## src/rtl/lbist_pkg.sv

```systemverilog
// Shared types and step functions for the multi-chain logic-BIST controller.
// Step functions work on a fixed-width container; callers zero-extend and slice.
package lbist_pkg;

   typedef enum logic [2:0] {
      ST_IDLE,
      ST_INIT,
      ST_SHIFT,
      ST_CAPTURE,
      ST_UNLOAD,
      ST_COMPARE,
      ST_DONE
   } state_e;

   localparam int unsigned MAX_W = 64;

   localparam logic [31:0] DEF_LFSR_POLY = 32'h8020_0003;
   localparam logic [31:0] DEF_LFSR_SEED = 32'h0000_0001;
   localparam logic [31:0] DEF_MISR_POLY = 32'h04C1_1DB7;

   // Galois right shift; upper unused bits stay zero as long as poly fits the width.
   function automatic logic [MAX_W-1:0] lfsr_step(input logic [MAX_W-1:0] s,
                                                  input logic [MAX_W-1:0] poly);
      return (s >> 1) ^ (s[0] ? poly : '0);
   endfunction

   function automatic logic [MAX_W-1:0] misr_step(input logic [MAX_W-1:0] s,
                                                  input logic [MAX_W-1:0] poly,
                                                  input logic [MAX_W-1:0] din,
                                                  input int unsigned      w);
      logic [MAX_W-1:0] mask;
      logic [MAX_W-1:0] msb;
      logic [MAX_W-1:0] nxt;
      mask = {MAX_W{1'b1}} >> (MAX_W - w);
      msb  = {{(MAX_W-1){1'b0}}, 1'b1} << (w - 1);
      nxt  = (s << 1) ^ din;
      if (|(s & msb)) nxt = nxt ^ poly;
      return nxt & mask;
   endfunction

endpackage

```

## src/rtl/lbist_misr.sv

```systemverilog
// Multiple-input signature register: compacts din each enabled cycle, clear has priority.
// Single-cycle update; no backpressure, caller gates with en.
module lbist_misr
   import lbist_pkg::*;
#(
   parameter int unsigned     W    = 32,
   parameter logic [W-1:0]    POLY = W'(DEF_MISR_POLY)
) (
   input  logic         clk_i,
   input  logic         rst_ni,
   input  logic         clr,
   input  logic         en,
   input  logic [W-1:0] din,
   output logic [W-1:0] sig
);

   logic [MAX_W-1:0] nxt;

   assign nxt = misr_step(MAX_W'(sig), MAX_W'(POLY), MAX_W'(din), W);

   always_ff @(posedge clk_i or negedge rst_ni) begin
      if (!rst_ni)  sig <= '0;
      else if (clr) sig <= '0;
      else if (en)  sig <= nxt[W-1:0];
   end

endmodule

```

## src/rtl/lbist_mc_ctrl.sv

```systemverilog
// Multi-chain LBIST controller: LFSR-fed scan shift/capture sequencing with MISR compaction.
// Start edge to INIT takes one cycle; dropping start mid-run aborts to IDLE on the next edge.
module lbist_mc_ctrl
   import lbist_pkg::*;
#(
   parameter int unsigned        N_CHAINS   = 4,
   parameter int unsigned        CHAIN_LEN  = 64,
   parameter int unsigned        N_PATTERNS = 1024,
   parameter int unsigned        LFSR_W     = 32,
   parameter logic [LFSR_W-1:0]  LFSR_POLY  = LFSR_W'(DEF_LFSR_POLY),
   parameter logic [LFSR_W-1:0]  LFSR_SEED  = LFSR_W'(DEF_LFSR_SEED),
   parameter int unsigned        MISR_W     = 32,
   parameter logic [MISR_W-1:0]  MISR_POLY  = MISR_W'(DEF_MISR_POLY)
) (
   input  logic                              clk_i,
   input  logic                              rst_ni,
   input  logic                              start_i,
   input  logic [MISR_W-1:0]                 golden_sig_i,
   input  logic [N_CHAINS-1:0]               scan_out_i,
   output logic                              test_mode_o,
   output logic                              scan_en_o,
   output logic [N_CHAINS-1:0]               scan_in_o,
   output logic                              busy_o,
   output logic                              done_o,
   output logic                              go_nogo_o,
   output logic [MISR_W-1:0]                 signature_o,
   output logic [$clog2(N_PATTERNS+1)-1:0]   pattern_cnt_o
);

   localparam int unsigned      PC_W    = $clog2(N_PATTERNS + 1);
   localparam int unsigned      BC_W    = $clog2(CHAIN_LEN);
   localparam logic [BC_W-1:0]  BC_LAST = BC_W'(CHAIN_LEN - 1);
   localparam logic [PC_W-1:0]  PC_LAST = PC_W'(N_PATTERNS - 1);

   state_e            state_q, state_d;
   logic              start_q, start_rise;
   logic [LFSR_W-1:0] lfsr_q;
   logic [MAX_W-1:0]  lfsr_nx;
   logic [BC_W-1:0]   bit_cnt_q;
   logic [PC_W-1:0]   pat_cnt_q;
   logic              pass_q;
   logic              shift_last, run_phase, shifting;
   logic              misr_en, misr_clr;

   assign start_rise = start_i & ~start_q;
   assign shift_last = (bit_cnt_q == BC_LAST);
   assign run_phase  = state_q inside {ST_INIT, ST_SHIFT, ST_CAPTURE, ST_UNLOAD, ST_COMPARE};
   assign shifting   = state_q inside {ST_SHIFT, ST_UNLOAD};
   assign lfsr_nx    = lfsr_step(MAX_W'(lfsr_q), MAX_W'(LFSR_POLY));

   always_ff @(posedge clk_i or negedge rst_ni) begin
      if (!rst_ni) state_q <= ST_IDLE;
      else         state_q <= state_d;
   end

   always_comb begin
      state_d = state_q;
      case (state_q)
         ST_IDLE:    if (start_rise) state_d = ST_INIT;
         ST_INIT:    state_d = ST_SHIFT;
         ST_SHIFT:   if (shift_last) state_d = ST_CAPTURE;
         ST_CAPTURE: state_d = (pat_cnt_q == PC_LAST) ? ST_UNLOAD : ST_SHIFT;
         ST_UNLOAD:  if (shift_last) state_d = ST_COMPARE;
         ST_COMPARE: state_d = ST_DONE;
         ST_DONE:    if (start_rise) state_d = ST_INIT;
         default:    state_d = ST_IDLE;
      endcase
      if (run_phase && !start_i) state_d = ST_IDLE;
   end

   always_comb begin
      test_mode_o   = (state_q != ST_IDLE);
      busy_o        = run_phase;
      scan_en_o     = shifting;
      scan_in_o     = shifting ? lfsr_q[N_CHAINS-1:0] : '0;
      done_o        = (state_q == ST_DONE);
      go_nogo_o     = (state_q == ST_DONE) & pass_q;
      pattern_cnt_o = pat_cnt_q;
   end

   // Reset start_q high so a start held across reset release is not taken as an edge.
   always_ff @(posedge clk_i or negedge rst_ni) begin
      if (!rst_ni) begin
         start_q   <= 1'b1;
         lfsr_q    <= LFSR_SEED;
         bit_cnt_q <= '0;
         pat_cnt_q <= '0;
         pass_q    <= 1'b0;
      end else begin
         start_q <= start_i;
         if (state_d == ST_IDLE) begin
            bit_cnt_q <= '0;
            pat_cnt_q <= '0;
            pass_q    <= 1'b0;
         end else begin
            case (state_q)
               ST_INIT: begin
                  lfsr_q    <= LFSR_SEED;
                  bit_cnt_q <= '0;
                  pat_cnt_q <= '0;
                  pass_q    <= 1'b0;
               end
               ST_SHIFT, ST_UNLOAD: begin
                  lfsr_q    <= lfsr_nx[LFSR_W-1:0];
                  bit_cnt_q <= shift_last ? '0 : bit_cnt_q + 1'b1;
               end
               ST_CAPTURE: pat_cnt_q <= pat_cnt_q + 1'b1;
               ST_COMPARE: pass_q    <= (signature_o == golden_sig_i);
               default: ;
            endcase
         end
      end
   end

   // The first load only flushes power-on chain contents, so it is not compacted.
   assign misr_en  = ((state_q == ST_SHIFT) && (pat_cnt_q != '0)) || (state_q == ST_UNLOAD);
   assign misr_clr = (state_q == ST_INIT) || (state_d == ST_IDLE);

   lbist_misr #(
      .W    (MISR_W),
      .POLY (MISR_POLY)
   ) u_misr (
      .clk_i  (clk_i),
      .rst_ni (rst_ni),
      .clr    (misr_clr),
      .en     (misr_en),
      .din    (MISR_W'(scan_out_i)),
      .sig    (signature_o)
   );

endmodule

```

## config.mk

```make
export PLATFORM = sky130hd
export DESIGN_NAME = lbist_mc_ctrl
export DESIGN_NICKNAME = d
export VERILOG_FILES = /design/src/rtl/lbist_pkg.sv /design/src/rtl/lbist_misr.sv /design/src/rtl/lbist_mc_ctrl.sv
export SDC_FILE = /design/constraint.sdc
export NUM_CORES = 1
export LEC_CHECK = 0
export CAP_MARGIN = 15
export CORE_ASPECT_RATIO = 1.75
export CORE_UTILIZATION = 40
export CTS_CLUSTER_DIAMETER = 60
export CTS_CLUSTER_SIZE = 10
export DETAILED_ROUTE_END_ITERATION = 16
export GPL_TIMING_DRIVEN = 1
export REMOVE_ABC_BUFFERS = 1
export SLEW_MARGIN = 5
export SYNTH_ARGS = -nofsm -noshare
export SYNTH_HDL_FRONTEND = slang
export SYNTH_SLANG_ARGS = --single-unit
```

## constraint.sdc

```tcl
create_clock -name clk_i -period 2.1 [get_ports clk_i]
set_clock_uncertainty 0.1 [all_clocks]
set_input_delay 0.42 -clock clk_i [delete_from_list [all_inputs] [get_ports clk_i]]
set_output_delay 0.42 -clock clk_i [all_outputs]
set_load 0.02 [all_outputs]
```

# Word-level counts from Yosys, hierarchy flattened
# Index checks and enable logic that the tools add are counted.
[op_classes] add_sub_neg=2 eq_ne=9 muxes=19 n_bitwise=7 reduce_logical=19
[op_table] operator="32-bit two-way mux" count=3
[op_table] operator="32-bit case mux with 2 select lines" count=1
[op_table] operator="32-bit equality test" count=1
[op_table] operator="31-bit by 32-bit bitwise XOR with 32-bit output" count=1
[op_table] operator="32-bit by 4-bit bitwise XOR with 32-bit output" count=1
[op_table] operator="27-bit two-way mux" count=1
[op_table] operator="11-bit case mux with 2 select lines" count=1
[op_table] operator="3-bit case mux with 6 select lines" count=1
[op_table] operator="3-bit two-way mux" count=5
[op_table] operator="14-bit inverter" count=1
[op_table] operator="6-bit two-way mux" count=2
[op_table] operator="6-bit case mux with 2 select lines" count=1
[op_table] operator="3-bit nonzero test" count=4
[op_table] operator="11-bit by 1-bit adder with 11-bit output (second input constant)" count=1
[op_table] operator="11-bit by 10-bit equality test with 1-bit output (second input constant)" count=1
[op_table] operator="11-bit two-way mux" count=1
[op_table] operator="11-bit nonzero test" count=1
[op_table] operator="3-bit equality test (second input constant)" count=3
[op_table] operator="6-bit by 1-bit adder with 6-bit output (second input constant)" count=1
[op_table] operator="3-bit by 2-bit equality test with 1-bit output (second input constant)" count=2
[op_table] operator="6-bit equality test (second input constant)" count=1
[op_table] operator="3-bit logical NOT" count=2
[op_table] operator="2-bit nonzero test" count=3
[op_table] operator="5-bit nonzero test" count=1
[op_table] operator="other kinds (11)" count=16
[word_totals] reg_bits=86 in_bits=39 out_inout_bits=52 elab_cells=63

# Longest topological paths before layout
[depth] depth_word=8 mapped_depth=7 ltp_nobuf=6

# Cells and area by module
# From an unflattened synthesis, not the netlist that was laid out.
[hier_totals] hier_cells=440 hier_area_um2=4585.6
[by_module_without_submodules] module="lbist_mc_ctrl" instances=1 cells_per_inst=287 area_each_um2=2915.3 seq_area_each_um2=1353.8
[by_module_without_submodules] module="lbist_misr" instances=1 cells_per_inst=153 area_each_um2=1670.4 seq_area_each_um2=800.8

# Worst setup path before layout
# Ideal clock, no wire load.
[synth_timing] path_type="reg2reg" startpoint="register pat_cnt_q[0] (netlist: pattern_cnt_o[0])" endpoint="register pat_cnt_q[10] (netlist: pattern_cnt_o[10])" setup_ns=0.077 arrival_ns=1.769 required_ns=1.923 path_slack_ns=0.153 path_stages_with_launch=7 n_path_buf=0 synth_period_minus_slack_ns=1.947 path_cell_list="dfrtp_1 ha_1 nand3_1 nor2_1 nand3_1 or4_1 a21oi_1"
[synth_between] elab_chain_len=6 elab_cells_between_ends=9 cone_classes="add/sub (1); eq/ne (1); mux (5); reduce/logical (2)"
[synth_rtl] item="start, declared" line_no="lbist_mc_ctrl.sv:40" source="logic [PC_W-1:0] pat_cnt_q;"
[synth_rtl] item="start signal, assigned" line_no="lbist_mc_ctrl.sv:107" source="ST_CAPTURE: pat_cnt_q <= pat_cnt_q + 1'b1;"
[synth_rtl] item="11-bit by 10-bit equality test with 1-bit output" line_no="lbist_mc_ctrl.sv:62" source="ST_CAPTURE: state_d = (pat_cnt_q == PC_LAST) ? ST_UNLOAD : ST_SHIFT;"
[synth_rtl] item="3-bit two-way mux" line_no="lbist_mc_ctrl.sv:62"
[synth_rtl] item="3-bit case mux with 6 select lines" line_no="lbist_mc_ctrl.sv:58" source="case (state_q)"
[synth_rtl] item="3-bit two-way mux" line_no="lbist_mc_ctrl.sv:68" source="if (run_phase && !start_i) state_d = ST_IDLE;"
[synth_rtl] item="3-bit logical NOT" line_no="lbist_mc_ctrl.sv:91" source="if (state_d == ST_IDLE) begin"
[synth_rtl] item="3-bit nonzero test (no source line) or 11-bit two-way mux (tied branches)"
# Parallel ways exist; a longest one is shown, timed or not.
# A chain may end at the register's enable or synchronous reset.

# Final worst setup path
[layout_timing] startpoint="register u_misr.sig[18]" endpoint="output port signature_o[18]"
[layout_rtl] item="start, declared" line_no="lbist_misr.sv:14" source="output logic [W-1:0] sig"
[layout_rtl] item="start signal, assigned" line_no="lbist_misr.sv:24" source="else if (en) sig <= nxt[W-1:0];"
[layout_rtl] item="end, declared" line_no="lbist_mc_ctrl.sv:26" source="output logic [MISR_W-1:0] signature_o,"
# No word-level cell between the ends.

==> metrics <==
status finished clean; Seq cells post-synth 86; Buffers & Inverters on Critical Path 1; critical path type reg -> out; WP data arrival 1.54 ns; Leakage 3.014 nW; mux contribution to synthesized area 0.01436; die height 149.4 um; Cell Rows 53; grt total ovfl 0; All-Layer GR Usage 0.2329; Core Box Area 12070 um2; Hold/Removal Path Class reg -> reg; pwr dens 544.6 nW/um2; Max-Slew Margin vs Limit 0.6749; CTS tree built; vias per cell 5.600; Period minus WS final 2.061 ns; Power Internal 0.002717 W; Clk pwr share 0.407; dpl hpwl 10100 um; fin crit share 0.9812; CP max-delay cell clkdlybuf4s50_1; Finished Layout Cells 844; 1st-iter DRT viols 198; CTS sink count 86; number of distinct library cells after synthesis 47; ANT nets after route 0; endpoints failing setup 0; hold endpoint lfsr_q[3]$_DFFE_PN0P_; Synth Area in Compound Gates 0.2286; initial antenna violation count 0; # port buffers 90; critical-path cell list clkdlybuf4s50_1; drt total wl 14390 um; R2R Path Start state_q[1]$_DFF_PN0_; Routed wire per std cell 17.05 um; clk root buf clkbuf_16; Worst R2R End pass_q$_DFFE_PN0P_; Sequential Power Share 0.468; die width 86.22 um; total number of vias 4726; Hold Crit Depth 1; Initial Utilization 0.4114; Avg Cell Area, Syn 9.093 um2; maxcap violations 0; slowest stage delay, CP 0.68 ns; ys async rst share 1.000; reg-to-reg slack, setup 0.12 ns; Seq/Total Area, Yosys 0.4340; pin count of the biggest net entering global routing 38; Yosys top cell by area dfrtp_1; post-synth top area share 0.4234; FMAX 485.3 MHz; CTS H-tree depth 3; RD Place Congestion 0.8551; R2R cell count 6; Yosys warnings 0; global-route wire length before repair 23640 um; placed cell count 824; hold path start lfsr_q[4]$_DFFE_PN0P_; DRC Markers 0; Final #Nets 716; Synth area leaders dfrtp_1 (42%), xor2_1 (7.2%), a22o_1 (5.5%); layout cell share with drive strength beyond 1 0.1546; Mapped Cells 546; Overall Power 0.003682 W; largest family of logic cells by synthesized area compound AO/OA/AOI/OAI gates; Synth Flop Type dfrtp_1; clock-pin slew on the worst setup and hold paths 0.07 ns; Area Growth Syn to Fin 36.16%; Sw Ratio 0.2619; RSZ-0062 raised after global routing no; Filler Cells Inserted 1145; Post-Synth Adder-Cell Area 0.007560; Gate power share 0.125; post-synthesis xor/xnor area fraction 0.09703; Least-Margin Pin Slew 0.4877 ns; Simple-Gate Fraction of Synth Area 0.1777; Req. time, crit path 1.58 ns; Slew Limit Fails 0; Pre-antenna DRT Iters 5; endpoint type of the worst setup path primary output; Post-Syn Area 4965 um2; critical path's top delay family buffers and inverters; ANT cells 0; EDFF count, synth 0; Num CTS Buffers 9; nature of the critical path startpoint register; I/O Pins 91; die area 12880 um2; CTS Buffer Depth 2; Hold Violations, Final 0; vias in the first global route 4860; clk_lat worst skew 0.34 ns; P_sw 0.0009644 W; Max FO, Critical Path 7; VDD IR max 0.3726 mV
-- through the flow --
step                      hold WS, ns  setup slack, ns  setup TNS (ns)  utilization  cell area [um2]
after detailed placement       0.3119          -0.2821         -0.4779       0.5363             6472
after global routing           0.4172         0.001994               0       0.5601             6760
after CTS                      0.4026         0.004471               0       0.5596             6754
after global placement         0.3124          -0.2521         -0.7060       0.5363             6472
final                          0.3961          0.03946               0       0.5601             6760
after floorplan               0.02441           -1.555         -100.05            -             4781
-- worst max path at each step --
stage                                      start                       endpoint  cells past startpoint
floorplan                   state_q[0]$_DFF_PN0_         lfsr_q[10]$_DFFE_PN0P_                      3
global placement                golden_sig_i[31]             pass_q$_DFFE_PN0P_                      7
detailed placement              golden_sig_i[31]             pass_q$_DFFE_PN0P_                      7
CTS                         state_q[1]$_DFF_PN0_                         busy_o                      5
global route        pattern_cnt_o[1]$_DFFE_PN0P_  pattern_cnt_o[10]$_DFFE_PN0P_                      6
finish                u_misr.sig[18]$_DFFE_PN0P_                signature_o[18]                      1
-- flip-flops by register name, indices dropped and copies added (netlist names) --
name	cells
bit_cnt_q	6
lfsr_q	32
pass_q	1
pattern_cnt_o	11
start_q	1
state_q	3
u_misr.sig	32
-- kinds of logic after synthesis --
logic type / after synthesis
buffers and inverters: 48
AND/OR/NAND/NOR: 179
AO/OA/AOI/OAI: 168
flip-flops: 86
XOR/XNOR: 55
adder cells (fa/ha/maj): 3
multiplexers: 7
-- power groups by stage --
stage                     combinational [W]  sequential, W  clock, W
after global placement             0.000452        0.00175         0
after CTS                          0.000459        0.00172   0.00153
after global routing               0.000499        0.00173   0.00159
after floorplan                    0.000160        0.00177         0
after detailed placement           0.000459        0.00175         0
final                              0.000459        0.00172   0.00150
-- cell usage in the layout, fill, tap and decap left out, types with 3 or more instances in the layout --
cell type         n
dfrtp_1          84
clkdlybuf4s50_1  79
buf_4            63
nand2_1          50
nor2_1           45
o21ai_0          41
xor2_1           40
a21oi_1          37
nor2b_1          32
a22o_1           31
a221oi_1         30
xnor2_1          14
nand3_1          10
and3_1            9
clkbuf_16         9
mux2i_1           6
nand4_1           6
clkbuf_2          6
inv_1             5
o31ai_1           5
and2_1            5
o21ai_1           5
nor4_1            5
buf_12            5
nor3_1            4
nand2b_1          3
ha_1              3
clkinv_2          3
-- cells in the mapped netlist, drive strengths merged, types with 4 or more instances --
cell / instances
xor2: 41
nor4: 7
nor2b: 34
a221oi: 30
and2: 5
a21oi: 38
o31ai: 5
nand2: 50
nand4: 6
nand3: 10
a22o: 31
dfrtp: 84
o21ai: 46
nor3: 4
clkbuf: 24
nor2: 45
mux2i: 6
and3: 9
xnor2: 14
inv: 5
buf: 19
-- layout make-up --
cell class	instances	area (um2)	area share
Multi-Input combinational cell	412	2653	0.3924
Clock inverter	7	48.80	0.007218
Timing Repair Buffer	160	1454	0.2151
Inverter	5	18.77	0.002776
Clock buffer	9	225.2	0.03331
Tap cell	165	206.4	0.03054
Sequential cell	86	2155	0.3187
-- per-layer routing --
| layer | wire length (um) | part of all wire | global-route usage |
|---|---|---|---|
| met1 | 5806 | 0.40 | 0.2711 |
| met2 | 7475 | 0.52 | 0.4147 |
| met3 | 791 | 0.055 | 0.04151 |
| met4 | 320 | 0.022 | 0.09583 |
| met5 | 0 | 0 | 0 |
-- what timing repair did --
item                                   CTS  global route
cloned                                   0             1
endpoints found under the hold margin   29             0
hold buffers                             1             0
pin swaps                                0             1
setup endpoints to repair               10             9
resized for setup                       16            16
buffers inserted                         0             2
Power figures use the tool's default switching activity.
